`config.mk`:
```
export PLATFORM = sky130hd
export DESIGN_NAME = pipe_hazard_ctrl_flat
export DESIGN_NICKNAME = d
export VERILOG_FILES = /design/src/rtl/rv32_pipe_pkg.sv /design/src/rtl/pipe_hazard_ctrl_if.sv /design/src/rtl/load_use_detect.sv /design/src/rtl/pipe_hazard_ctrl.sv /design/src/flat_wrapper.sv
export SDC_FILE = /design/constraint.sdc
export NUM_CORES = 1
export LEC_CHECK = 0
export ABC_AREA = 1
export BUFFER_PORTS_ARGS = -buffer_cell sky130_fd_sc_hd__buf_2
export CORE_MARGIN = 2
export CORE_UTILIZATION = 30
export CTS_CLUSTER_SIZE = 10
export DETAILED_ROUTE_END_ITERATION = 16
export GPL_ROUTABILITY_DRIVEN = 0
export REMOVE_ABC_BUFFERS = 1
export SLEW_MARGIN = 0
export SYNTH_ARGS = -nofsm -noshare
export SYNTH_HDL_FRONTEND = slang
export SYNTH_SLANG_ARGS = --single-unit
```
`constraint.sdc`:
```
create_clock -name clk -period 8.94 [get_ports clk]
set_input_delay 1.788 -clock clk [delete_from_list [all_inputs] [get_ports clk]]
set_output_delay 1.788 -clock clk [all_outputs]
set_load 0.02 [all_outputs]
```
`src/rtl/rv32_pipe_pkg.sv`:
```
`default_nettype none
// ============================================================================
//  Module      : rv32_pipe_pkg
//  Description : Shared types and constants for the RV32I pipeline control
//                logic (sequencing states, perf counter width, x0 index).
//  Revision    : 1.0 - initial release
// ============================================================================
package rv32_pipe_pkg;

    // Sequencing controller states
    typedef enum logic [1:0] {
        RUN      = 2'd0,
        MEM_WAIT = 2'd1,
        DRAIN    = 2'd2,
        HALTED   = 2'd3
    } ctrl_state_t;

    // Width of the stall / flush performance counters
    localparam int PERF_W = 32;

    // Architectural zero register; never a real hazard source
    localparam logic [4:0] X0 = 5'd0;

    // Saturation value for the perf counters
    localparam logic [PERF_W-1:0] PERF_MAX = '1;

    // Increment that sticks at all-ones instead of wrapping to zero
    function automatic logic [PERF_W-1:0] sat_inc(input logic [PERF_W-1:0] v);
        return (v == PERF_MAX) ? v : v + PERF_W'(1);
    endfunction

endpackage : rv32_pipe_pkg
`default_nettype wire

```
`src/rtl/pipe_hazard_ctrl_if.sv`:
```
`default_nettype none
// ============================================================================
//  Module      : pipe_hazard_ctrl_if
//  Description : Bundle between the 5-stage datapath and the pipeline
//                sequencing controller. The datapath side (master) supplies
//                hazard information; the controller side (slave) returns
//                register enables, flushes, status and perf counters.
//  Revision    : 1.0 - initial release
// ============================================================================
interface pipe_hazard_ctrl_if;
    import rv32_pipe_pkg::*;

    // Hazard information from the datapath
    logic [4:0]        id_rs1;
    logic [4:0]        id_rs2;
    logic              id_use_rs1;
    logic              id_use_rs2;
    logic              ex_memread;
    logic [4:0]        ex_rd;
    logic              ex_redirect;
    logic              ex_halt;
    logic              mem_req;
    logic              mem_ready;

    // Pipeline register controls and status back to the datapath
    logic              pc_write;
    logic              ifid_write;
    logic              ifid_flush;
    logic              idex_flush;
    logic              exmem_write;
    logic              halted;
    logic              timeout_err;
    logic [PERF_W-1:0] stall_cnt;
    logic [PERF_W-1:0] flush_cnt;

    // Datapath view
    modport master (
        output id_rs1, id_rs2, id_use_rs1, id_use_rs2,
               ex_memread, ex_rd, ex_redirect, ex_halt,
               mem_req, mem_ready,
        input  pc_write, ifid_write, ifid_flush, idex_flush, exmem_write,
               halted, timeout_err, stall_cnt, flush_cnt
    );

    // Controller view
    modport slave (
        input  id_rs1, id_rs2, id_use_rs1, id_use_rs2,
               ex_memread, ex_rd, ex_redirect, ex_halt,
               mem_req, mem_ready,
        output pc_write, ifid_write, ifid_flush, idex_flush, exmem_write,
               halted, timeout_err, stall_cnt, flush_cnt
    );

endinterface : pipe_hazard_ctrl_if
`default_nettype wire

```
`src/rtl/load_use_detect.sv`:
```
`default_nettype none
// ============================================================================
//  Module      : load_use_detect
//  Description : Combinational load-use compare. Flags when the instruction
//                in ID reads a register that the load currently in EX will
//                write. Shared with the forwarding unit.
//  Revision    : 1.0 - initial release
// ============================================================================
module load_use_detect
    import rv32_pipe_pkg::*;
(
    input  wire [4:0] i_id_rs1,
    input  wire [4:0] i_id_rs2,
    input  wire       i_id_use_rs1,
    input  wire       i_id_use_rs2,
    input  wire       i_ex_memread,
    input  wire [4:0] i_ex_rd,
    output logic      o_lu
);

    logic w_rs1_hit;
    logic w_rs2_hit;

    // A source only matters if the ID instruction actually reads it
    assign w_rs1_hit = i_id_use_rs1 && (i_id_rs1 == i_ex_rd);
    assign w_rs2_hit = i_id_use_rs2 && (i_id_rs2 == i_ex_rd);

    // Loads into x0 are discarded, so they never create a dependency
    assign o_lu = i_ex_memread && (i_ex_rd != X0) && (w_rs1_hit || w_rs2_hit);

endmodule : load_use_detect
`default_nettype wire

```
`src/rtl/pipe_hazard_ctrl.sv`:
```
`default_nettype none
// ============================================================================
//  Module      : pipe_hazard_ctrl
//  Description : Pipeline sequencing controller for the 5-stage RV32I core.
//                Resolves load-use stalls, EX redirects, data-memory waits
//                and ecall/ebreak halt drain. Controls are Mealy outputs of
//                the state and current hazard inputs. Keeps saturating
//                stall / flush counters and a sticky memory-timeout flag.
//  Revision    : 1.0 - initial release
// ============================================================================
module pipe_hazard_ctrl
    import rv32_pipe_pkg::*;
#(
    parameter int MAX_WAIT     = 255,
    parameter int DRAIN_CYCLES = 2
) (
    input  wire               clk,
    input  wire               rst,
    pipe_hazard_ctrl_if.slave bus
);

    // ------------------------------------------------------------------
    // Counter sizing: just wide enough to hold the terminal value
    // ------------------------------------------------------------------
    localparam int c_wait_w  = (MAX_WAIT < 2) ? 1 : $clog2(MAX_WAIT + 1);
    localparam int c_drain_w = (DRAIN_CYCLES < 2) ? 1 : $clog2(DRAIN_CYCLES + 1);

    localparam logic [c_wait_w-1:0]  c_wait_max  = c_wait_w'(MAX_WAIT);
    localparam logic [c_drain_w-1:0] c_drain_end = c_drain_w'(DRAIN_CYCLES);

    // ------------------------------------------------------------------
    // State and counters
    // ------------------------------------------------------------------
    ctrl_state_t          r_state_q;
    ctrl_state_t          w_state_d;
    logic [c_wait_w-1:0]  r_wait_q;
    logic [c_wait_w-1:0]  w_wait_d;
    logic [c_drain_w-1:0] r_drain_q;
    logic [c_drain_w-1:0] w_drain_d;
    logic [PERF_W-1:0]    r_stall_cnt_q;
    logic [PERF_W-1:0]    w_stall_cnt_d;
    logic [PERF_W-1:0]    r_flush_cnt_q;
    logic [PERF_W-1:0]    w_flush_cnt_d;
    logic                 r_timeout_q;
    logic                 w_timeout_d;

    // ------------------------------------------------------------------
    // Hazard terms and decoded controls
    // ------------------------------------------------------------------
    logic w_lu;
    logic w_mstall;
    logic w_freeze;      // full pipeline freeze for an outstanding access
    logic w_run_decode;  // apply the halt / redirect / load-use / normal rows
    logic w_pc_write;
    logic w_ifid_write;
    logic w_ifid_flush;
    logic w_idex_flush;
    logic w_exmem_write;

    load_use_detect u_load_use_detect (
        .i_id_rs1     (bus.id_rs1),
        .i_id_rs2     (bus.id_rs2),
        .i_id_use_rs1 (bus.id_use_rs1),
        .i_id_use_rs2 (bus.id_use_rs2),
        .i_ex_memread (bus.ex_memread),
        .i_ex_rd      (bus.ex_rd),
        .o_lu         (w_lu)
    );

    assign w_mstall = bus.mem_req && !bus.mem_ready;

    // Next-state, counter updates and Mealy control decode
    always_comb begin
        w_state_d     = r_state_q;
        w_wait_d      = r_wait_q;
        w_drain_d     = r_drain_q;
        w_stall_cnt_d = r_stall_cnt_q;
        w_flush_cnt_d = r_flush_cnt_q;
        w_timeout_d   = r_timeout_q;
        w_freeze      = 1'b0;
        w_run_decode  = 1'b0;
        // Safe default: nothing advances, younger stages are cleared
        w_pc_write    = 1'b0;
        w_ifid_write  = 1'b0;
        w_ifid_flush  = 1'b1;
        w_idex_flush  = 1'b1;
        w_exmem_write = 1'b0;

        case (r_state_q)
            RUN: begin
                if (w_mstall) begin
                    // First cycle of a memory wait already counts as one
                    w_freeze  = 1'b1;
                    w_state_d = MEM_WAIT;
                    w_wait_d  = c_wait_w'(1);
                end else begin
                    w_run_decode = 1'b1;
                end
            end

            MEM_WAIT: begin
                if (!bus.mem_ready) begin
                    w_freeze = 1'b1;
                    w_wait_d = (r_wait_q >= c_wait_max) ? r_wait_q
                                                        : r_wait_q + c_wait_w'(1);
                end else begin
                    // Release cycle behaves exactly like a RUN cycle with no
                    // memory stall; a held redirect/halt is acted on here
                    w_run_decode = 1'b1;
                    w_state_d    = RUN;
                end
            end

            DRAIN: begin
                // Older instructions retire; nothing new enters the pipe
                w_exmem_write = !w_mstall;
                if (!w_mstall) begin
                    w_drain_d = r_drain_q + c_drain_w'(1);
                    if (w_drain_d >= c_drain_end) begin
                        w_state_d = HALTED;
                    end
                end
            end

            HALTED: begin
                // Parked until reset; safe defaults already apply
            end

            default: begin
                w_state_d = RUN;
            end
        endcase

        if (w_freeze) begin
            // Whole pipe holds; flushing here would lose held instructions
            w_ifid_flush  = 1'b0;
            w_idex_flush  = 1'b0;
            w_stall_cnt_d = sat_inc(r_stall_cnt_q);
            if (w_wait_d >= c_wait_max) begin
                w_timeout_d = 1'b1;
            end
        end

        if (w_run_decode) begin
            if (bus.ex_halt) begin
                // Halt beats redirect: the redirect target is never fetched
                w_pc_write    = 1'b0;
                w_ifid_write  = 1'b0;
                w_ifid_flush  = 1'b1;
                w_idex_flush  = 1'b1;
                w_exmem_write = 1'b1;
                w_state_d     = DRAIN;
                w_drain_d     = '0;
            end else if (bus.ex_redirect) begin
                // Redirect beats load-use: the dependent instruction is
                // on the wrong path and gets squashed anyway
                w_pc_write    = 1'b1;
                w_ifid_write  = 1'b1;
                w_ifid_flush  = 1'b1;
                w_idex_flush  = 1'b1;
                w_exmem_write = 1'b1;
                w_flush_cnt_d = sat_inc(r_flush_cnt_q);
            end else if (w_lu) begin
                // Hold PC and IF/ID one cycle, bubble into EX
                w_pc_write    = 1'b0;
                w_ifid_write  = 1'b0;
                w_ifid_flush  = 1'b0;
                w_idex_flush  = 1'b1;
                w_exmem_write = 1'b1;
                w_stall_cnt_d = sat_inc(r_stall_cnt_q);
            end else begin
                w_pc_write    = 1'b1;
                w_ifid_write  = 1'b1;
                w_ifid_flush  = 1'b0;
                w_idex_flush  = 1'b0;
                w_exmem_write = 1'b1;
            end
        end
    end

    // State, counters and sticky timeout flag
    always_ff @(posedge clk or posedge rst) begin
        if (rst) begin
            r_state_q     <= RUN;
            r_wait_q      <= '0;
            r_drain_q     <= '0;
            r_stall_cnt_q <= '0;
            r_flush_cnt_q <= '0;
            r_timeout_q   <= 1'b0;
        end else begin
            r_state_q     <= w_state_d;
            r_wait_q      <= w_wait_d;
            r_drain_q     <= w_drain_d;
            r_stall_cnt_q <= w_stall_cnt_d;
            r_flush_cnt_q <= w_flush_cnt_d;
            r_timeout_q   <= w_timeout_d;
        end
    end

    // ------------------------------------------------------------------
    // Outputs: reset overrides the decode immediately so the pipe is held
    // and cleared while reset is asserted, independent of the clock
    // ------------------------------------------------------------------
    assign bus.pc_write    = w_pc_write    & ~rst;
    assign bus.ifid_write  = w_ifid_write  & ~rst;
    assign bus.exmem_write = w_exmem_write & ~rst;
    assign bus.ifid_flush  = w_ifid_flush  |  rst;
    assign bus.idex_flush  = w_idex_flush  |  rst;
    assign bus.halted      = (r_state_q == HALTED);
    assign bus.timeout_err = r_timeout_q;
    assign bus.stall_cnt   = r_stall_cnt_q;
    assign bus.flush_cnt   = r_flush_cnt_q;

endmodule : pipe_hazard_ctrl
`default_nettype wire

```
`src/flat_wrapper.sv`:
```
// flat-port wrapper written by rule: the top's interface ports become plain ports
module pipe_hazard_ctrl_flat import rv32_pipe_pkg::*;
#(
    parameter int MAX_WAIT     = 255,
    parameter int DRAIN_CYCLES = 2
)
  (clk, rst, bus_id_rs1, bus_id_rs2, bus_id_use_rs1, bus_id_use_rs2, bus_ex_memread, bus_ex_rd, bus_ex_redirect, bus_ex_halt, bus_mem_req, bus_mem_ready, bus_pc_write, bus_ifid_write, bus_ifid_flush, bus_idex_flush, bus_exmem_write, bus_halted, bus_timeout_err, bus_stall_cnt, bus_flush_cnt);
  pipe_hazard_ctrl_if bus_i ();
  input  wire clk;
  input  wire rst;
  input wire logic [$bits(bus_i.id_rs1)-1:0] bus_id_rs1;
  input wire logic [$bits(bus_i.id_rs2)-1:0] bus_id_rs2;
  input wire logic [$bits(bus_i.id_use_rs1)-1:0] bus_id_use_rs1;
  input wire logic [$bits(bus_i.id_use_rs2)-1:0] bus_id_use_rs2;
  input wire logic [$bits(bus_i.ex_memread)-1:0] bus_ex_memread;
  input wire logic [$bits(bus_i.ex_rd)-1:0] bus_ex_rd;
  input wire logic [$bits(bus_i.ex_redirect)-1:0] bus_ex_redirect;
  input wire logic [$bits(bus_i.ex_halt)-1:0] bus_ex_halt;
  input wire logic [$bits(bus_i.mem_req)-1:0] bus_mem_req;
  input wire logic [$bits(bus_i.mem_ready)-1:0] bus_mem_ready;
  output wire logic [$bits(bus_i.pc_write)-1:0] bus_pc_write;
  output wire logic [$bits(bus_i.ifid_write)-1:0] bus_ifid_write;
  output wire logic [$bits(bus_i.ifid_flush)-1:0] bus_ifid_flush;
  output wire logic [$bits(bus_i.idex_flush)-1:0] bus_idex_flush;
  output wire logic [$bits(bus_i.exmem_write)-1:0] bus_exmem_write;
  output wire logic [$bits(bus_i.halted)-1:0] bus_halted;
  output wire logic [$bits(bus_i.timeout_err)-1:0] bus_timeout_err;
  output wire logic [$bits(bus_i.stall_cnt)-1:0] bus_stall_cnt;
  output wire logic [$bits(bus_i.flush_cnt)-1:0] bus_flush_cnt;
  assign bus_i.id_rs1 = bus_id_rs1;
  assign bus_i.id_rs2 = bus_id_rs2;
  assign bus_i.id_use_rs1 = bus_id_use_rs1;
  assign bus_i.id_use_rs2 = bus_id_use_rs2;
  assign bus_i.ex_memread = bus_ex_memread;
  assign bus_i.ex_rd = bus_ex_rd;
  assign bus_i.ex_redirect = bus_ex_redirect;
  assign bus_i.ex_halt = bus_ex_halt;
  assign bus_i.mem_req = bus_mem_req;
  assign bus_i.mem_ready = bus_mem_ready;
  assign bus_pc_write = bus_i.pc_write;
  assign bus_ifid_write = bus_i.ifid_write;
  assign bus_ifid_flush = bus_i.ifid_flush;
  assign bus_idex_flush = bus_i.idex_flush;
  assign bus_exmem_write = bus_i.exmem_write;
  assign bus_halted = bus_i.halted;
  assign bus_timeout_err = bus_i.timeout_err;
  assign bus_stall_cnt = bus_i.stall_cnt;
  assign bus_flush_cnt = bus_i.flush_cnt;
  pipe_hazard_ctrl #(.MAX_WAIT(MAX_WAIT), .DRAIN_CYCLES(DRAIN_CYCLES)) u_core (.clk(clk), .rst(rst), .bus(bus_i));
endmodule
```
==> reports/qor.yml, run 1 <==
rsz0062_at_grt: "no"
worst-path-buf-inv: 4
grt.overflow.total: 0
critical-path-top-delay-family: "simple AND/OR/NAND/NOR gates"
hold_violations: 0
synthesis.area_mm2: 0.00521
synth_enable_flop_cells: 0
ios: 95
worst-endpoint-arrival_ns: 2.86
remaining_drc_errors: 0
power_density_mw_per_mm2: 126
grtUsageTotal: 0.151
setup.worst_path.end_class: "output pin"
post_route_cells_drive_above_1_share: 0.151
fp.coreArea_mm2: 0.0171
holdPathStages: 1
total_routed_length_um: 13500
grt_antenna_before_repair: 0
fraction_of_synthesis_flops_using_an_asynchronous_set_or_reset_pin: 1.00
path_class: "primary input to output pin"
die_area_mm2: 0.0184
postSynthAreaPerCell_um2: 6.49
path_max_fanout: 4
finClkSkew_ns: 0.00939
io_buffer_count: 94
cts_root_buffer: "sky130_fd_sc_hd__clkbuf_16"
r2r_setup_slack_ns: 6.22
worst_slew_pin_slew_ns: 1.07
design.final.nets: 921
first_global_vias: 4658
synth_cell_types: 30
cpPeakStageDelay_ns: 0.24
share_of_the_cycle_needed_by_the_critical_path_after_routing: 0.520
fin_tns_setup_ns: 0
worstSetupStartpointType: "primary input"
holdCritPathClass: "flip-flop to flip-flop"
critical_path.most_common_cell: "sky130_fd_sc_hd__nand2_1"
irDropWorstVdd_uv: 84.8
cts_inserted_buffers: 9
drt_pre_antenna_iters: 4
setup_violations: 0
synth_seq_cells: 77
max-cap-violations: 0
syn2layout_area_growth_pct: 18.5
critical-path-slowest-cell: "sky130_fd_sc_hd__a21oi_1"
antenna_left: 0
hold_buffers: 0
report.final.slew_viol_count: 0
synth_cells: 803
cts_tree: "yes"
timing.fmax_ghz: 0.215
power.total_uw: 776
initial_core_util: 0.305
post-cts-setup-buffers: 0
dieWidth_um: 136
post_drt_wl_per_cell_um: 12.0
slew_headroom: 0.284
via_count: 5117
antenna_cells: 0
static-leakage-power_nw: 3.30
clock_latency_ns: 0.34
drt_first_iter_violations: 266
grt_first_pass_wirelength_um: 22500
min_from: "u_core.bus.timeout_err"
rr_startpoint: "u_core.bus.flush_cnt[0]"
clock_tree.buffer_depth: 2
path_cells: "buf_2 > inv_1 > nand2_1 > nand2_1 > nor2_1 > nand3_1 > a21oi_1 > nand2_1 > nand3_1 > inv_1 > buf_2"
period_needed_ns: 4.65
post_cts_resize_count: 0
dominantRegCellSynth: "sky130_fd_sc_hd__dfrtp_1"
yosysWarnings: 0
hold_end: "u_core.bus.timeout_err"
worstPathRequired_ns: 7.15
drt-vias-per-instance: 4.55
level_count_of_the_clock_h_tree: 3
status: "finished clean"
reg2reg_depth: 11
path_clk_slew_ns: 0.06
regToRegEndpoint: "u_core.bus.flush_cnt[22]"
nFillCells: 1863
grt_start_max_net_pins: 78
place.detailed.hpwl_um: 10000
die_h_um: 136
std_cell_rows: 48
clock_sink_count: 77
ys_seq_area_frac: 0.370
worst max-delay path by stage:
stage | endpoint | start | cells past startpoint
3_3_place_gp | bus_ifid_write | bus_ex_rd[3] | 11
2_1_floorplan | bus_ifid_write | rst | 3
6_report | bus_pc_write | bus_ex_rd[3] | 11
5_1_grt | bus_pc_write | bus_ex_rd[3] | 11
3_5_place_dp | bus_pc_write | bus_ex_rd[3] | 11
4_1_cts | bus_pc_write | bus_ex_rd[3] | 11
report_power, final:
part / switching [mW] / internal, mW / leakage (nW)
combinational: 0.0171 / 0.00778 / 2.15
sequential: 0.000401 / 0.349 / 0.985
clock: 0.150 / 0.252 / 0.158
total: 0.168 / 0.608 / 3.30
routing by layer:
metal / wire, um / GRT usage / vias to the layer above
met5: 0 / 0 / -
met4: 169 / 0.0503 / 0
met3: 626 / 0.0265 / 12
li1: - / - / 2663
met2: 6190 / 0.241 / 97
met1: 6540 / 0.207 / 2345
per-stage QoR:
stage	setup slack (ns)	cells	utilization	cell area [um2]	hold WS, ns
final	4.29	1124	0.361	6180	0.485
after CTS	4.28	1124	0.361	6180	0.485
after floorplan	3.26	788	-	5090	0.511
after detailed placement	4.29	1108	0.342	5850	0.467
after global routing	4.16	1124	0.361	6180	0.502
after global placement	4.27	1108	0.342	5850	0.462
state kept, by name, summed over array words and instances (netlist names):
signal	flops
u_core.bus.stall_cnt	32
u_core.r_wait_q	8
u_core.bus.timeout_err	1
u_core.r_state_q	2
u_core.bus.flush_cnt	32
u_core.r_drain_q	2
synthesized netlist by cell type (all sizes together), types with 2 or more instances:
master,n,area share
a21oi,2,0.0019
buf,15,0.023
dfrtp,77,0.37
ha,3,0.0072
inv,119,0.086
nand2,327,0.24
nand3,57,0.058
nand3b,19,0.028
nand4,11,0.013
nor2,88,0.067
nor3,25,0.026
nor3b,2,0.0029
nor4,4,0.0048
o21ai,21,0.021
xnor2,9,0.015
xor2,20,0.034
cells in the final DEF (no fill, tap or decap), types with 3 or more instances in the layout:
cell type                   instances
sky130_fd_sc_hd__nand2_1          322
sky130_fd_sc_hd__dfrtp_1           77
sky130_fd_sc_hd__nand4_1           11
sky130_fd_sc_hd__nor4_1             4
sky130_fd_sc_hd__nand2_2            5
sky130_fd_sc_hd__o21ai_1            5
sky130_fd_sc_hd__nand3_2            3
sky130_fd_sc_hd__clkinv_2           3
sky130_fd_sc_hd__xor2_1            20
sky130_fd_sc_hd__nand3_1           54
sky130_fd_sc_hd__nand3b_1          18
sky130_fd_sc_hd__nor2_2             7
sky130_fd_sc_hd__nor2_1            81
sky130_fd_sc_hd__o21ai_0           15
sky130_fd_sc_hd__nor3_1            24
sky130_fd_sc_hd__clkbuf_16          9
sky130_fd_sc_hd__ha_1               3
sky130_fd_sc_hd__xnor2_1            9
sky130_fd_sc_hd__buf_2             94
sky130_fd_sc_hd__inv_1            113
sky130_fd_sc_hd__inv_2              5
cell type report:
class | count | area, um2 | area share
repair buffers | 95 | 478 | 0.0774
well taps | 225 | 282 | 0.0456
flip-flops and latches | 77 | 1930 | 0.312
multi-input cells | 592 | 2720 | 0.440
clock inverters | 6 | 86.3 | 0.0140
inverters | 119 | 448 | 0.0725
clock buffers | 10 | 239 | 0.0387
cells by family after synthesis:
logic type | after synthesis | share of synthesized area
AND/OR/NAND/NOR | 534 | 0.439
buffers and inverters | 134 | 0.109
flip-flops | 77 | 0.370
XOR/XNOR | 29 | 0.0487
AO/OA/AOI/OAI | 26 | 0.0271
adder cells (fa/ha/maj) | 3 | 0.00720
Note: power is estimated with default switching activity, not from simulation.
==> inputs of run 2 (changes only) <==
- clock period: 8.94 -> 3.8 ns (I/O delays scaled with it)
==> run 2 against run 1 <==
First-iteration DRC count fell by 4.1%. Wire length barely moved. Via count fell by 1.2%. Final cell count rose by 0.18%. Sequential cell count did not move. Final area rose by 0.99%. Clock skew fell by 0.0021 ns. Clock-buffer cell count rose by 1. Clock power rose to 2.6 times the previous value. Largest power group unchanged. Highest routed layer unchanged.
==> reports/qor.yml, run 2 (synthesis gave the netlist of run 1 again) <==
finClkSkew_ns: 0.00726  # was 0.00939 ns
final_common_cell: "sky130_fd_sc_hd__nand2_1"  # unchanged
rsz0062_at_grt: "no"  # unchanged
first_global_vias: 4606  # was 4658
rr_startpoint: "u_core.bus.flush_cnt[1]"  # was u_core.bus.flush_cnt[0]
clock_latency_ns: 0.34  # about the same
period_needed_ns: 2.58
setup_violations: 0  # unchanged
mostFrequentLayoutCells: "322 x sky130_fd_sc_hd__nand2_1, 113 x sky130_fd_sc_hd__inv_1, 94 x sky130_fd_sc_hd__buf_2"  # unchanged
syn2layout_area_growth_pct: 19.7  # was 18.5%
cts_inserted_buffers: 9  # unchanged
fin_ws_ns: 1.22  # was 4.29 ns
ios: 95  # unchanged
cts_tree: "yes"  # unchanged
worst-endpoint-arrival_ns: 1.82  # was 2.86 ns
io_buffer_count: 94  # unchanged
cts_root_buffer: "sky130_fd_sc_hd__clkbuf_16"  # unchanged
std_cell_rows: 48  # unchanged
worst_setup_path_startpoint: "bus_ex_rd[4]"  # was bus_ex_rd[3]
grt.overflow.total: 0  # unchanged
clock_tree.buffer_depth: 2  # unchanged
remaining_drc_errors: 0  # unchanged
nFillCells: 1877  # was 1863
post-route-cell-area_mm2: 0.00624  # was 0.00618 mm2
grtUsageMet2: 0.237  # was 0.241
holdCritPathClass: "flip-flop to flip-flop"  # unchanged
level_count_of_the_clock_h_tree: 3  # unchanged
seqCellArea_mm2: 0.00193  # unchanged
fin_tns_setup_ns: 0  # unchanged
critical_path.most_common_cell: "sky130_fd_sc_hd__nand2_1"  # unchanged
total_routed_length_um: 13500  # about the same
path_max_fanout: 4  # unchanged
gr-usage-met3: 0.0302  # was 0.0265
die_area_mm2: 0.0184  # unchanged
grt_start_max_net_pins: 78  # unchanged
path_clk_slew_ns: 0.06  # about the same
layout.cells.non_filler: 1126  # was 1124
globalRouteMet1Util: 0.207  # about the same
pre_cts_ws_ns: 1.22  # was 4.29 ns
post-cts-setup-buffers: 0  # unchanged
worstSetupStartpointType: "primary input"  # unchanged
hold_buffers: 0  # unchanged
post_drt_wl_per_cell_um: 12.0  # about the same
fp.coreArea_mm2: 0.0171  # unchanged
drt-vias-per-instance: 4.49  # was 4.55
cpPeakStageDelay_ns: 0.22  # was 0.24 ns
die_h_um: 136  # unchanged
drt_first_iter_violations: 255  # was 266
max-cap-violations: 0  # unchanged
min_from: "u_core.bus.timeout_err"  # unchanged
dieWidth_um: 136  # unchanged
worstPathRequired_ns: 3.04  # was 7.15 ns
initial_core_util: 0.305  # unchanged
via_count: 5055  # was 5117
clock_sink_count: 77  # unchanged
multi_input_comb_area_mm2: 0.00272  # unchanged
grt_antenna_before_repair: 0  # unchanged
final_core_utilization: 0.365  # was 0.361
report.final.slew_viol_count: 0  # unchanged
hold_violations: 0  # unchanged
irDropWorstVdd_uv: 204  # was 84.8 uV
path_class: "primary input to output pin"  # unchanged
grtUsageTotal: 0.151  # about the same
path_cells: "buf_2 > inv_1 > nand2_1 > nand2_1 > nor2_1 > nand3_1 > a21oi_1 > nand2_1 > nand3_1 > inv_1 > buf_2"  # unchanged
worst_slew_pin_slew_ns: 1.04  # was 1.07 ns
share_of_the_cycle_needed_by_the_critical_path_after_routing: 0.679
static-leakage-power_nw: 3.32  # was 3.30 nW
post_route_cells_drive_above_1_share: 0.153  # was 0.151
place_area_mm2: 0.00588  # was 0.00585 mm2
drt_pre_antenna_iters: 4  # unchanged
antenna_left: 0  # unchanged
grt_first_pass_wirelength_um: 22400  # was 22500 um
post_place_cells: 1110  # was 1108
status: "finished clean"  # unchanged
slew_headroom: 0.305  # was 0.284
place.detailed.hpwl_um: 10200  # was 10000 um
grt-busiest-layer: "met2"  # unchanged
timing.fmax_ghz: 0.388
setup.worst_path.end_class: "output pin"  # unchanged
antenna_cells: 0  # unchanged
critical-path-slowest-cell: "sky130_fd_sc_hd__a21oi_1"  # unchanged
design.final.nets: 923  # was 921
power_density_mw_per_mm2: 307  # was 126 mW/mm2
post_cts_resize_count: 0  # unchanged
==> run 2: changes by cell type in the layout (fill, tap and decap cells not counted) <==
cell,delta
sky130_fd_sc_hd__clkinv_2,-2
sky130_fd_sc_hd__buf_12,+1
sky130_fd_sc_hd__buf_4,+1
sky130_fd_sc_hd__bufinv_16,+1
sky130_fd_sc_hd__clkbuf_8,+1
==> run 2: final timing paths <==
path | slack, ns | end | depth (start not counted)
worst max register to register | 1.45 | u_core.bus.flush_cnt[7] | 11
worst min-delay path | 0.48 | u_core.bus.timeout_err | 1
min in group asynchronous | 0.75 | u_core.r_drain_q[0] | 3
worst max-delay path | 1.22 | bus_ifid_write | 11
worst min register to register | 0.48 | u_core.bus.timeout_err | 1
max in group asynchronous | 2.33 | u_core.bus.flush_cnt[18] | 3
==> run 2: power by group <==
group          switching [mW]  internal, mW
Sequential           0.000831         0.820
Clock                   0.356         0.679
Combinational          0.0405        0.0183
==> run 2: area by class of cell <==
cell class / instances / area share
clock inverters: 5 / 0.0170
well taps: 225 / 0.0451
flip-flops and latches: 77 / 0.309
clock buffers: 11 / 0.0405
repair buffers: 97 / 0.0810
multi-input cells: 592 / 0.436
inverters: 119 / 0.0718
==> run 2: critical path, delay by kind of cell <==
| family | cells | cell delay [ns] |
|---|---|---|
| AO/OA/AOI/OAI | 1 | 0.22 |
| buffers and inverters | 4 | 0.37 |
| AND/OR/NAND/NOR | 6 | 0.46 |
==> run 2: metrics by stage <==
| stage | power [mW] | hold slack [ns] |
|---|---|---|
| 6_report | 1.91 | 0.480 |
| 5_1_grt | 1.99 | 0.515 |
| 4_1_cts | 1.95 | 0.486 |
| 3_5_place_dp | 0.897 | 0.470 |
| 3_3_place_gp | 0.897 | 0.461 |
| 2_1_floorplan | 0.869 | 0.511 |
==> run 2: routing by layer <==
metal  share of wire  vias up
li1                -     2654
met1            0.48     2300
met2            0.46       88
met3           0.051       13
met4           0.016        0
met5               0        -
==> inputs of run 3 (changes only) <==
- ABC_AREA: 1 -> 0
- clock period: 3.8 -> 2.5 ns (I/O delays scaled with it)
==> run 3 against run 2 <==
Final cell count is 39% lower. Final area is 19% lower. Synthesized cell count is 49% lower. Setup slack worse by 1.1 ns. Core utilization is 2.0 points higher. Worst hold slack worse by 0.023 ns. Non-clock buffer count is 5 higher. Power is 50% higher. First-iteration DRC count is 18% lower. Sequential power is 62% higher. Sequential share of layout area is 7.1 points higher. Die area is 22% lower. Largest power group unchanged.
==> reports/qor.yml, run 3 <==
drt-vias-per-instance: 4.91  # was 4.49
post_route_cells_drive_above_1_share: 0.253  # was 0.153
critical-path-top-delay-family: "simple AND/OR/NAND/NOR gates"  # unchanged
hold_violations: 0  # unchanged
dominant_combinational_cell_family_by_area_after_synthesis: "simple AND/OR/NAND/NOR gates"  # unchanged
holdCritPathClass: "primary input to flip-flop"  # was flip-flop to flip-flop
design.final.nets: 535  # was 923
grt_first_pass_wirelength_um: 16000  # was 22400 um
hold_end: "u_core.r_state_q[0]"  # was u_core.bus.timeout_err
mux_cell_area_share_after_synthesis: 0.0158  # was 0
via_count: 3383  # was 5055
layout.cells.non_filler: 689  # was 1126
drt_pre_antenna_iters: 4  # unchanged
period_needed_ns: 2.35
post_synth_fa_ha_maj_area_fraction: 0.00927  # was 0.00720
ys_seq_area_frac: 0.476  # was 0.370
post-cts-setup-buffers: 0  # unchanged
grt.overflow.total: 0  # unchanged
synth_seq_cells: 77  # unchanged
cell_types_with_the_highest_counts_after_synthesis: "77 x sky130_fd_sc_hd__dfrtp_1, 53 x sky130_fd_sc_hd__xnor2_1, 35 x sky130_fd_sc_hd__nand2_1"  # was 322 x sky130_fd_sc_hd__nand2_1, 114 x sky130_fd_sc_hd__inv_1, 81 x sky130_fd_sc_hd__nor2_1
synth_cells: 406  # was 803
report.final.slew_viol_count: 0  # unchanged
mostFrequentLayoutCells: "94 x sky130_fd_sc_hd__buf_2, 77 x sky130_fd_sc_hd__dfrtp_1, 53 x sky130_fd_sc_hd__xnor2_1"  # was 322 x sky130_fd_sc_hd__nand2_1, 113 x sky130_fd_sc_hd__inv_1, 94 x sky130_fd_sc_hd__buf_2
synth_largest_area_cell: "sky130_fd_sc_hd__dfrtp_1"  # unchanged
fp.coreArea_mm2: 0.0132  # was 0.0171 mm2
synth_top_cell_area_share: 0.476  # was 0.370
antenna_cells: 0  # unchanged
rsz0062_at_grt: "no"  # unchanged
rr_startpoint: "u_core.bus.flush_cnt[2]"  # was u_core.bus.flush_cnt[1]
ios: 95  # unchanged
p_sw_frac: 0.235  # was 0.207
irDropWorstVdd_uv: 272  # was 204 uV
cp.depth: 5  # was 11
critical-path-slowest-cell: "sky130_fd_sc_hd__or4_1"  # was sky130_fd_sc_hd__a21oi_1
synth_top_cells_by_area: "sky130_fd_sc_hd__dfrtp_1 48%, sky130_fd_sc_hd__xnor2_1 11%, sky130_fd_sc_hd__xor2_1 4.5%"  # was sky130_fd_sc_hd__dfrtp_1 37%, sky130_fd_sc_hd__nand2_1 23%, sky130_fd_sc_hd__inv_1 8.2%
postSynthAreaPerCell_um2: 9.98  # was 6.49 um2
fraction_of_the_mapped_netlist_area_in_compound_gates: 0.0479  # was 0.0271
cts_root_buffer: "sky130_fd_sc_hd__clkbuf_16"  # unchanged
synth_simple_gate_area_frac: 0.267  # was 0.439
dieWidth_um: 120  # was 136 um
io_buffer_count: 94  # unchanged
first_global_vias: 3286  # was 4606
worst-endpoint-arrival_ns: 1.85  # was 1.82 ns
worst-path-buf-inv: 2  # was 4
nFillCells: 1320  # was 1877
pre_cts_ws_ns: 0.123  # was 1.22 ns
die_h_um: 120  # was 136 um
worst_slew_pin_slew_ns: 0.977  # was 1.04 ns
drt_first_iter_violations: 208  # was 255
synth-xor-area-share: 0.160  # was 0.0487
yosysMostFrequentCell: "sky130_fd_sc_hd__dfrtp_1"  # was sky130_fd_sc_hd__nand2_1
net_switching_power_uw: 675  # was 397 uW
holdPathStages: 2  # was 1
remaining_drc_errors: 0  # unchanged
seq_power_share: 0.463  # was 0.429
clock_sink_count: 77  # unchanged
post_drt_wl_per_cell_um: 14.0  # was 12.0 um
setup_violations: 0  # unchanged
reg2reg_depth: 6  # was 11
grt_start_max_net_pins: 78  # unchanged
power_density_mw_per_mm2: 567  # was 307 mW/mm2
worst_setup_path_startpoint: "bus_ex_rd[1]"  # was bus_ex_rd[4]
final_common_cell: "sky130_fd_sc_hd__buf_2"  # was sky130_fd_sc_hd__nand2_1
std_cell_rows: 42  # was 48
path_max_fanout: 3  # was 4
level_count_of_the_clock_h_tree: 3  # unchanged
hold_buffers: 0  # unchanged
max-cap-violations: 0  # unchanged
post_place_cells: 673  # was 1110
power.clock.fraction: 0.468  # was 0.540
fraction_of_synthesis_flops_using_an_asynchronous_set_or_reset_pin: 1.00  # unchanged
synth_cell_types: 49  # was 30
fin_ws_ns: 0.147  # was 1.22 ns
p_comb_frac: 0.070  # was 0.031
clock_tree.buffer_depth: 2  # unchanged
path_cells: "buf_2 > or4_1 > o211ai_1 > o21a_1 > buf_2"  # was buf_2 > inv_1 > nand2_1 > nand2_1 > nor2_1 > nand3_1 > a21oi_1 > nand2_1 > nand3_1 > inv_1 > buf_2
syn2layout_area_growth_pct: 25.2  # was 19.7%
slew_headroom: 0.349  # was 0.305
place_area_mm2: 0.00476  # was 0.00588 mm2
status: "finished clean"  # unchanged
grtUsageTotal: 0.139  # was 0.151
static-leakage-power_nw: 2.41  # was 3.32 nW
clock_latency_ns: 0.34  # about the same
path_clk_slew_ns: 0.06  # about the same
post-route-cell-area_mm2: 0.00507  # was 0.00624 mm2
timing.fmax_ghz: 0.425
critical_path.most_common_cell: "sky130_fd_sc_hd__buf_2"  # was sky130_fd_sc_hd__nand2_1
synth_enable_flop_cells: 0  # unchanged
dominantRegCellSynth: "sky130_fd_sc_hd__dfrtp_1"  # unchanged
die_area_mm2: 0.0144  # was 0.0184 mm2
cts_inserted_buffers: 9  # unchanged
share_of_the_cycle_needed_by_the_critical_path_after_routing: 0.941
setup.worst_path.end_class: "output pin"  # unchanged
internal_mw: 2.20  # was 1.52 mW
antenna_left: 0  # unchanged
path_class: "primary input to output pin"  # unchanged
cpPeakStageDelay_ns: 0.59  # was 0.22 ns
finClkSkew_ns: 0.00867  # was 0.00726 ns
initial_core_util: 0.307  # was 0.305
synthesis.area_mm2: 0.00405  # was 0.00521 mm2
place.detailed.hpwl_um: 7150  # was 10200 um
cts_tree: "yes"  # unchanged
worstPathRequired_ns: 2.00  # was 3.04 ns
yosysWarnings: 0  # unchanged
grt_antenna_before_repair: 0  # unchanged
min_from: "bus_mem_ready"  # was u_core.bus.timeout_err
post_cts_resize_count: 0  # unchanged
total_routed_length_um: 9670  # was 13500 um
regToRegEndpoint: "u_core.bus.flush_cnt[28]"  # was u_core.bus.flush_cnt[7]
worstSetupStartpointType: "primary input"  # unchanged
r2r_setup_slack_ns: 0.36  # was 1.45 ns
==> run 3: final cells by class <==
type / count / area (um2) / area share
repair buffers: 102 / 543 / 0.107
clock buffers: 12 / 256 / 0.0506
flip-flops and latches: 77 / 1930 / 0.380
clock inverters: 4 / 53.8 / 0.0106
multi-input cells: 306 / 2020 / 0.399
inverters: 12 / 45.0 / 0.00888
well taps: 176 / 220 / 0.0434
==> run 3: kinds of logic after synthesis <==
| logic type | Yosys count |
|---|---|
| and+or+nand+nor | 195 |
| DFF | 77 |
| xor gates and xnor gates | 74 |
| AOI/OAI and AO/OA | 28 |
| buffers and inverters | 23 |
| muxes | 6 |
| adders and majority gates | 3 |
==> run 3: through the flow <==
step	hold WS, ns	power [mW]	TNS, ns	utilization
after floorplan	0.480	1.48	-1.93	-
after global placement	0.467	1.54	0	0.361
after detailed placement	0.467	1.56	0	0.361
after CTS	0.445	2.92	0	0.384
after global routing	0.471	3.00	0	0.384
final	0.456	2.87	0	0.384
==> run 3: power by group through the flow <==
stage | combinational [mW] | clock (mW) | sequential [mW]
after global placement | 0.194 | 0 | 1.35
after global routing | 0.226 | 1.44 | 1.34
final | 0.200 | 1.34 | 1.33
after CTS | 0.205 | 1.38 | 1.33
after detailed placement | 0.205 | 0 | 1.35
after floorplan | 0.119 | 0 | 1.36
==> run 3: how the worst max path moves through the flow <==
stage	endpoint	slack (ns)
detailed placement	bus_ifid_write	0.12
global route	bus_pc_write	0.09
finish	bus_pc_write	0.15
global placement	bus_ifid_write	0.15
CTS	bus_ifid_write	0.12
floorplan	bus_idex_flush	-1.20
==> run 3: routing by layer <==
| layer | up-vias | track usage | part of all wire |
|---|---|---|---|
| met5 | - | 0 | 0 |
| met3 | 12 | 0.0321 | 0.041 |
| met2 | 84 | 0.222 | 0.46 |
| li1 | 1656 | - | - |
| met4 | 0 | 0.0603 | 0.018 |
| met1 | 1631 | 0.181 | 0.48 |
